==> config.mk <==
export PLATFORM = sky130hd
export DESIGN_NAME = fft_ram_ctrl
export DESIGN_NICKNAME = d
export VERILOG_FILES = /design/src/rtl/fft_pkg.sv /design/src/rtl/fft_addr_gen.sv /design/src/rtl/fft_ram_ctrl.sv
export SDC_FILE = /design/constraint.sdc
export NUM_CORES = 1
export LEC_CHECK = 0
export ABC_AREA = 1
export ABC_CLOCK_PERIOD_IN_PS = 2800
export CAP_MARGIN = 0
export CORE_ASPECT_RATIO = 0.7
export CORE_MARGIN = 5
export CORE_UTILIZATION = 45
export CTS_CLUSTER_DIAMETER = 50
export DETAILED_ROUTE_END_ITERATION = 6
export GPL_TIMING_DRIVEN = 1
export PLACE_DENSITY = 0.71
export RECOVER_POWER = 50
export SKIP_LAST_GASP = 1
export SYNTH_ARGS = -nofsm -noshare
export SYNTH_HDL_FRONTEND = slang
export SYNTH_SLANG_ARGS = --single-unit
==> constraint.sdc <==
create_clock -name clk -period 2.8 [get_ports clk]
set_input_delay 0.7 -clock clk [delete_from_list [all_inputs] [get_ports clk]]
set_output_delay 0.7 -clock clk [all_outputs]
set_load 0.03 [all_outputs]
==> src/rtl/fft_pkg.sv <==
//==============================================================
// fft_pkg: shared types, defaults and helpers for the FFT RAM controller. Rev 1.0
//==============================================================
`default_nettype none

package fft_pkg;

  localparam int FFT_N    = 16;
  localparam int FFT_SIZE = 4;

  typedef enum logic [2:0] {
    S_IDLE     = 3'd0,
    S_LOAD     = 3'd1,
    S_READ     = 3'd2,
    S_WAIT_ACK = 3'd3,
    S_DONE     = 3'd4
  } state_t;

  // Reverses the low w bits of v; bits above w come back as zero.
  function automatic logic [31:0] bitrev(input logic [31:0] v, input int w);
    logic [31:0] r;
    r = '0;
    for (int i = 0; i < w; i++) begin
      r[w-1-i] = v[i];
    end
    return r;
  endfunction

endpackage

`default_nettype wire

==> src/rtl/fft_addr_gen.sv <==
//==============================================================
// fft_addr_gen: combinational butterfly read address / twiddle index. Rev 1.0
//==============================================================
`default_nettype none

module fft_addr_gen
  import fft_pkg::*;
#(
  parameter int SIZE = FFT_SIZE
) (
  input  logic [SIZE-1:0] rd_cnt,
  input  logic [SIZE-1:0] stage,
  output logic [SIZE-1:0] rd_ptr,
  output logic [SIZE-2:0] rd_angle_ptr
);

  localparam logic [SIZE-1:0] C_ONE      = SIZE'(1);
  localparam logic [SIZE-1:0] C_TOP_BIT  = SIZE'(SIZE - 1);

  logic [SIZE-1:0] w_j;
  logic [SIZE-1:0] w_half;
  logic [SIZE-1:0] w_mask;
  logic [SIZE-1:0] w_top;
  logic [SIZE-1:0] w_shamt;

  always_comb begin
    w_j     = rd_cnt >> 1;
    w_half  = C_ONE << stage;
    w_mask  = w_half - C_ONE;
    // Group base spreads by 2*half; offset inside the group stays put.
    w_top   = ((w_j >> stage) << (stage + C_ONE)) | (w_j & w_mask);
    rd_ptr  = rd_cnt[0] ? (w_top + w_half) : w_top;
    w_shamt = C_TOP_BIT - stage;
    rd_angle_ptr = (SIZE-1)'((w_j & w_mask) << w_shamt);
  end

endmodule

`default_nettype wire

==> src/rtl/fft_ram_ctrl.sv <==
//==============================================================
// fft_ram_ctrl: FFT RAM load/read sequencer. Rev 1.0
// Define FFT_CTRL_OVERRUN_EN to enable the sticky overrun detector.
//==============================================================
`default_nettype none

module fft_ram_ctrl
  import fft_pkg::*;
#(
  parameter int N    = FFT_N,
  parameter int SIZE = FFT_SIZE
) (
  input  logic            clk,
  input  logic            rst_n,
  input  logic            start,
  input  logic            in_valid,
  input  logic            stage_ack,
  output logic            load_data,
  output logic [SIZE-1:0] invert_adr,
  output logic            en_rd,
  output logic [SIZE-1:0] rd_ptr,
  output logic [SIZE-2:0] rd_angle_ptr,
  output logic [SIZE-1:0] stage,
  output logic            busy,
  output logic            fft_done,
  output logic            overrun
);

  localparam logic [SIZE-1:0] C_LAST_CNT   = SIZE'(N - 1);
  localparam logic [SIZE-1:0] C_LAST_STAGE = SIZE'(SIZE - 1);
  localparam logic [SIZE-1:0] C_ONE        = SIZE'(1);

  state_t          state;
  logic [SIZE-1:0] wr_cnt;
  logic [SIZE-1:0] rd_cnt;
  logic [SIZE-1:0] w_rd_ptr;
  logic [SIZE-2:0] w_rd_angle_ptr;

  fft_addr_gen #(
    .SIZE (SIZE)
  ) u_addr_gen (
    .rd_cnt       (rd_cnt),
    .stage        (stage),
    .rd_ptr       (w_rd_ptr),
    .rd_angle_ptr (w_rd_angle_ptr)
  );

  always_ff @(posedge clk or negedge rst_n) begin
    if (!rst_n) begin
      state        <= S_IDLE;
      wr_cnt       <= '0;
      rd_cnt       <= '0;
      load_data    <= 1'b0;
      invert_adr   <= '0;
      en_rd        <= 1'b0;
      rd_ptr       <= '0;
      rd_angle_ptr <= '0;
      stage        <= '0;
      busy         <= 1'b0;
      fft_done     <= 1'b0;
    end else begin
      load_data <= 1'b0;
      en_rd     <= 1'b0;
      fft_done  <= 1'b0;
      case (state)
        S_IDLE: begin
          if (start) begin
            state  <= S_LOAD;
            busy   <= 1'b1;
            wr_cnt <= '0;
          end
        end
        S_LOAD: begin
          if (in_valid) begin
            load_data  <= 1'b1;
            invert_adr <= SIZE'(bitrev(32'(wr_cnt), SIZE));
            wr_cnt     <= wr_cnt + C_ONE;
            if (wr_cnt == C_LAST_CNT) begin
              state  <= S_READ;
              stage  <= '0;
              rd_cnt <= '0;
            end
          end
        end
        // Outputs trail rd_cnt by one edge, so en_rd spans exactly N cycles.
        S_READ: begin
          en_rd        <= 1'b1;
          rd_ptr       <= w_rd_ptr;
          rd_angle_ptr <= w_rd_angle_ptr;
          rd_cnt       <= rd_cnt + C_ONE;
          if (rd_cnt == C_LAST_CNT) begin
            state <= S_WAIT_ACK;
          end
        end
        S_WAIT_ACK: begin
          if (stage_ack) begin
            if (stage == C_LAST_STAGE) begin
              state    <= S_DONE;
              fft_done <= 1'b1;
            end else begin
              state  <= S_READ;
              stage  <= stage + C_ONE;
              rd_cnt <= '0;
            end
          end
        end
        S_DONE: begin
          state <= S_IDLE;
          busy  <= 1'b0;
          stage <= '0;
        end
        default: begin
          state <= S_IDLE;
          busy  <= 1'b0;
        end
      endcase
    end
  end

`ifdef FFT_CTRL_OVERRUN_EN
  always_ff @(posedge clk or negedge rst_n) begin
    if (!rst_n) begin
      overrun <= 1'b0;
    end else if ((state == S_IDLE) && start) begin
      overrun <= 1'b0;
    end else if (in_valid && (state != S_LOAD)) begin
      overrun <= 1'b1;
    end
  end
`else
  assign overrun = 1'b0;
`endif

endmodule

`default_nettype wire

==> Yosys cells after proc, flatten, opt, wreduce, memory -nomap -nowiden <==
Index checks and enable logic that the tools add are counted.
{ "word_totals": {"inputBits": 5, "out_inout_bits": 20, "wordCells": 75, "reg_bits": 30} }
{ "op_classes": {"n_addsub": 6, "n_bitwise": 3, "n_mux": 27, "reduce_logical": 11, "shift": 4, "eq_ne": 13} }
{ "op_table": {"columns": ["cell", "count"], "rows": [
  ["4-bit 2-to-1 mux", 9],
  ["4-bit one-hot mux with 3 select lines", 2],
  ["3-bit 2-to-1 mux", 6],
  ["5-bit AND reduction", 3],
  ["4-bit by 1-bit adder with 4-bit output, second input constant", 3],
  ["2-bit inequality test, second input constant", 6],
  ["3-bit one-hot mux with 4 select lines", 1],
  ["4-bit == test, second input constant", 2],
  ["4-bit one-hot mux with 2 select lines", 1],
  ["1-bit 2-to-1 mux", 7],
  ["3-bit by 2-bit == test with 1-bit output, second input constant", 2],
  ["3-bit nonzero test", 2],
  ["4-bit adder", 1],
  ["3-bit by 4-bit AND with 4-bit output", 1],
  ["4-bit by 2-bit == test with 1-bit output, second input constant", 1],
  ["4-bit OR", 1],
  ["2-bit AND reduction", 2],
  ["1-bit by 4-bit << shifter with 4-bit output, first input constant", 1],
  ["4-bit by 4-bit << shifter with 3-bit output", 1],
  ["4-bit by 4-bit << shifter with 4-bit output", 1],
  ["3-bit by 4-bit >> shifter with 4-bit output", 1],
  ["2-bit by 4-bit subtractor with 4-bit output, first input constant", 1],
  ["4-bit by 1-bit subtractor with 4-bit output, second input constant", 1],
  ["3-bit by 1-bit == test with 1-bit output, second input constant", 1],
  ["7 further kinds", 7]
]} }

==> Depth between registers and ports, before layout <==
{ "logic_depth": {"depth_word": 6, "depth_mapped": 23, "depth_no_buf": 22} }

==> Hierarchy <==
Synthesis repeated with hierarchy kept, for this count alone.
{ "unflattened": {"hier_cells": 276, "hier_area_um2": 2028.2} }
{ "modules_own_cells": {"columns": ["module", "seq_area_each_um2", "cells_per_inst", "n_inst", "area_per_inst_um2"], "rows": [
  ["fft_ram_ctrl", 750.7, 178, 1, 1450.1],
  ["fft_addr_gen", 0.0, 98, 1, 578.1]
]} }

==> Worst setup path after synthesis <==
No wires, ideal clock.
{ "synth_path": {"path_type": "flip-flop to flip-flop", "start": "register stage[0]", "end": "register rd_ptr[3]", "path_slack_ns": 0.098, "setup_time_ns": 0.117, "synth_period_minus_slack_ns": 2.702, "arrival_ns": 2.584, "n_path_buf": 1, "stages_incl_launch_ff": 23, "required_ns": 2.683, "path_cell_list": "dfrtp_1 -> buf_6 -> inv_4 -> nor2_2 -> inv_1 -> nor2_1 -> inv_1 -> ha_1 -> inv_1 -> nand2_1 -> nand3_1 -> nand2_1 -> inv_1 -> nand2_2 -> ha_1 -> nand2_1 -> nor2_1 -> nor2_1 -> or2_0 -> nand3_1 -> nand3_1 -> nand3_1 -> nand2_1"} }
{ "synth_between": {"elab_chain_cells": 6, "elab_cells_between_ends": 9, "classes_between": "3 x add/sub; 3 x shift; 1 x mux; 2 x bitwise"} }
{ "synth_rtl": {"columns": ["item", "line", "rtl"], "rows": [
  ["from (decl)", "fft_ram_ctrl.sv:23", "output logic [SIZE-1:0] stage,"],
  ["from (signal assigned)", "fft_ram_ctrl.sv:102", "stage <= stage + C_ONE;"],
  ["branches (longest 5 deep; another with 4-bit by 1-bit adder with 4-bit output)", null, null],
  ["4-bit 2-to-1 mux *", "fft_addr_gen.sv:32", "rd_ptr = rd_cnt[0] ? (w_top + w_half) : w_top;"],
  ["to (signal assigned)", "fft_ram_ctrl.sv:88", "rd_ptr <= w_rd_ptr;"],
  ["to (decl)", "fft_ram_ctrl.sv:21", "output logic [SIZE-1:0] rd_ptr,"]
]} }
Mark *: on every way between the ends.
A chain may end at the register's enable or synchronous reset.

==> Worst setup path after layout <==
{ "layout_path": {"start": "register stage[3]", "end": "register rd_ptr[3]"} }
The elaborated chain is that of the path after synthesis.

==> impl_metrics.tcl <==
set metrics [dict create \
    rows 19 \
    grt_overflow 0 \
    fin_util_pct 58.0 \
    gp_congestion 0.895 \
    setup_viol_count_final 0 \
    viasPerCell 4.95 \
    synth_common_cells "nand2_1, inv_1, dfrtp_1" \
    grt_pass1_wl_um 7190 \
    dr.pass1.iters 4 \
    fp.dieH_um 63.7 \
    drive_gt1_share_pct 15.9 \
    critical_path_class "reg2reg" \
    drc 0 \
    drtIter0Drc 139 \
    p_per_area_nw_per_um2 1110 \
    fin_crit_ns 2.66 \
    design_area_um2 2290 \
    setup_ws_ns 0.143 \
    syn_to_final_growth_pct 23.6 \
    grt_pass1_vias 1579 \
    wl_met1_um 2180 \
    portBuffers 23 \
    fin_crit_sh_pct 94.9 \
    detail_route.wl_per_cell_um 12.9 \
    p_leak_nw 1.15 \
    dpl_cell_area_um2 2150 \
    hold_slack_ns 0.484 \
    synth_seq_cells 30 \
    critPathRequiredTime_ns 2.97 \
    dr_wl_met3_um 249 \
    die_area_um2 5520 \
    cp_max_fo 6 \
    synthFlopType "dfrtp_1" \
    setup_tns_ns 0 \
    grt_antenna_before_repair 0 \
    p_total_mw 2.54 \
    synth_area_leader_cell "dfrtp_1" \
    highest_layer "met4" \
    clk_latency_ns 0.27 \
    synth_cells 244 \
    syn_avg_cell_area_um2 7.59 \
    cts-root-buf "clkbuf_8" \
    clk_path_buf_depth 2 \
    cts_tree "yes" \
    critPathCaptureType "register" \
    maxSlewViolCount 0 \
    ys.warnings.count 0 \
    clock-sinks 30 \
    synth-async-reset-ratio_pct 100 \
    worstPathArrival_ns 2.83 \
    yosysTopAreaCellShare_pct 40.5 \
    ys_seq_area_share_pct 40.5 \
    cts_max_level 2 \
    grt_max_degree 31 \
    status "completed" \
    synth_area_leaders "dfrtp_1, nand2_1, inv_1" \
    worstMarginPinSlew_ns 0.586 \
    ant_nets 0 \
    fin_nets 290 \
    yosysMostFrequentCell "nand2_1" \
    dieWidth_um 86.7 \
    synth_edf_count 0 \
    synth_nets 258 \
    route.met2.wl_um 1780 \
    core-area_um2 3950 \
    synthDistinctLibCells 32 \
    hold_viol 0 \
    cts.clk_slew.worst_paths_ns 0.07 \
    post_layout_nonfiller_instances 329 \
    postCtsHoldBufs 0 \
    gr-usage-all-layers_pct 16.5 \
    ir_drop_mv 0.559 \
    detailed_place_hpwl_um 3120 \
    slew_headroom_pct 60.8 \
    pin_count 25 \
    initial_core_util_pct 47.0 \
    dp_worst_setup_slack_ns 0.0877 \
    critPathLaunchType "register" \
    hp-class "reg2reg" \
    fill_cells 367 \
    cts_buffers 5 \
    fin_skew_ns 0.00492 \
    insertedDiodeCount 0 \
    place_inst 319 \
    synthesis.area_um2 1850 \
    drv_cap 0 \
    via_count 1627 \
    fmax_mhz 376 \
    wirelength_um 4250 \
]
[worst max-delay path: stages (launching register included)]
cell     delay (ns)
dfrtp_2        0.45
buf_4          0.16
nor2_4         0.14
nand2_2        0.11
ha_2           0.18
inv_1          0.05
nand2_1        0.06
nand3_2        0.09
nand2_1        0.06
inv_1          0.06
nand2_2        0.08
ha_4           0.29
nand2_1        0.06
nor2_1         0.16
nor2_2         0.07
or2_0          0.20
nand3_1        0.10
nand3_1        0.09
nand3_1        0.08
nand2_1        0.05
[flip-flops by register name, summed over array words and instances (netlist names)]
signal        count
rd_angle_ptr      3
state             3
rd_cnt            4
fft_done          1
stage             4
load_data         1
wr_cnt            4
rd_ptr            4
en_rd             1
invert_adr        4
busy              1
[final timing paths]
kind	cells past startpoint	end	start	slack, ns
max in group asynchronous	2	stage[0]	rst_n	1.63
worst min register to register	2	rd_ptr[1]	rd_ptr[1]	0.48
min in group asynchronous	2	stage[3]	rst_n	0.88
worst max register to register	19	rd_ptr[3]	stage[3]	0.14
worst min-delay path	2	rd_ptr[1]	rd_ptr[1]	0.48
worst max-delay path	19	rd_ptr[3]	stage[3]	0.14
[layout by cell type (no fill, tap or decap), types with 2 or more instances in the layout]
cell and n:
nor2_1 19, clkbuf_8 5, a21oi_1 6, xor2_1 3, nor2_4 2, inv_2 4
dfrtp_2 2, buf_4 7, o21ai_1 6, nand2_2 4, ha_1 6, nand3_2 5
inv_1 35, o22ai_1 2, nor2_2 8, dfrtp_1 28, o21ai_0 13, clkbuf_1 2
clkdlybuf4s50_1 20, dlygate4sd3_1 3, nor3_1 2, nand3_1 17, nand2_1 63
[cell type report]
class | instances | area, um^2 | share of cell area [%]
tap | 52 | 65.1 | 2.84
multi-input combinational | 169 | 930 | 40.6
timing repair buffer | 30 | 283 | 12.3
inverter | 40 | 153 | 6.67
sequential | 30 | 753 | 32.9
clock buffer | 7 | 76.3 | 3.33
clock inverter | 1 | 30.0 | 1.31
[metal layers]
metal / vias up / track usage, %
met2: 42 / 24.2
met3: 2 / 4.43
met1: 751 / 24.1
met4: 0 / 3.50
li1: 832 / -
met5: - / 0
[logic make-up (layout without fill, tap and decap cells)]
kind of cell,Yosys count,count (layout),share of synthesized area [%]
buffers and inverters,45,78,10.4
and+or+nand+nor,124,124,31.0
DFF,30,30,40.5
AOI/OAI and AO/OA,31,31,9.52
adders and majority gates,9,9,6.48
xor gates and xnor gates,4,4,1.89
other,1,1,0.202
[repair_timing]
action,in CTS,in global routing
setup endpoints to repair,0,2
buffers inserted,0,2
gates resized for setup,0,9
hold endpoints to repair,0,0
[report_power, final]
part           internal [mW]  switching (mW)  leakage (nW)  total [mW]
combinational          0.516           0.888         0.704        1.40
clock                  0.266           0.159        0.0524       0.425
sequential             0.572           0.136         0.390       0.708
total                   1.35            1.18          1.15        2.54
(Power assumes the default switching activity.)
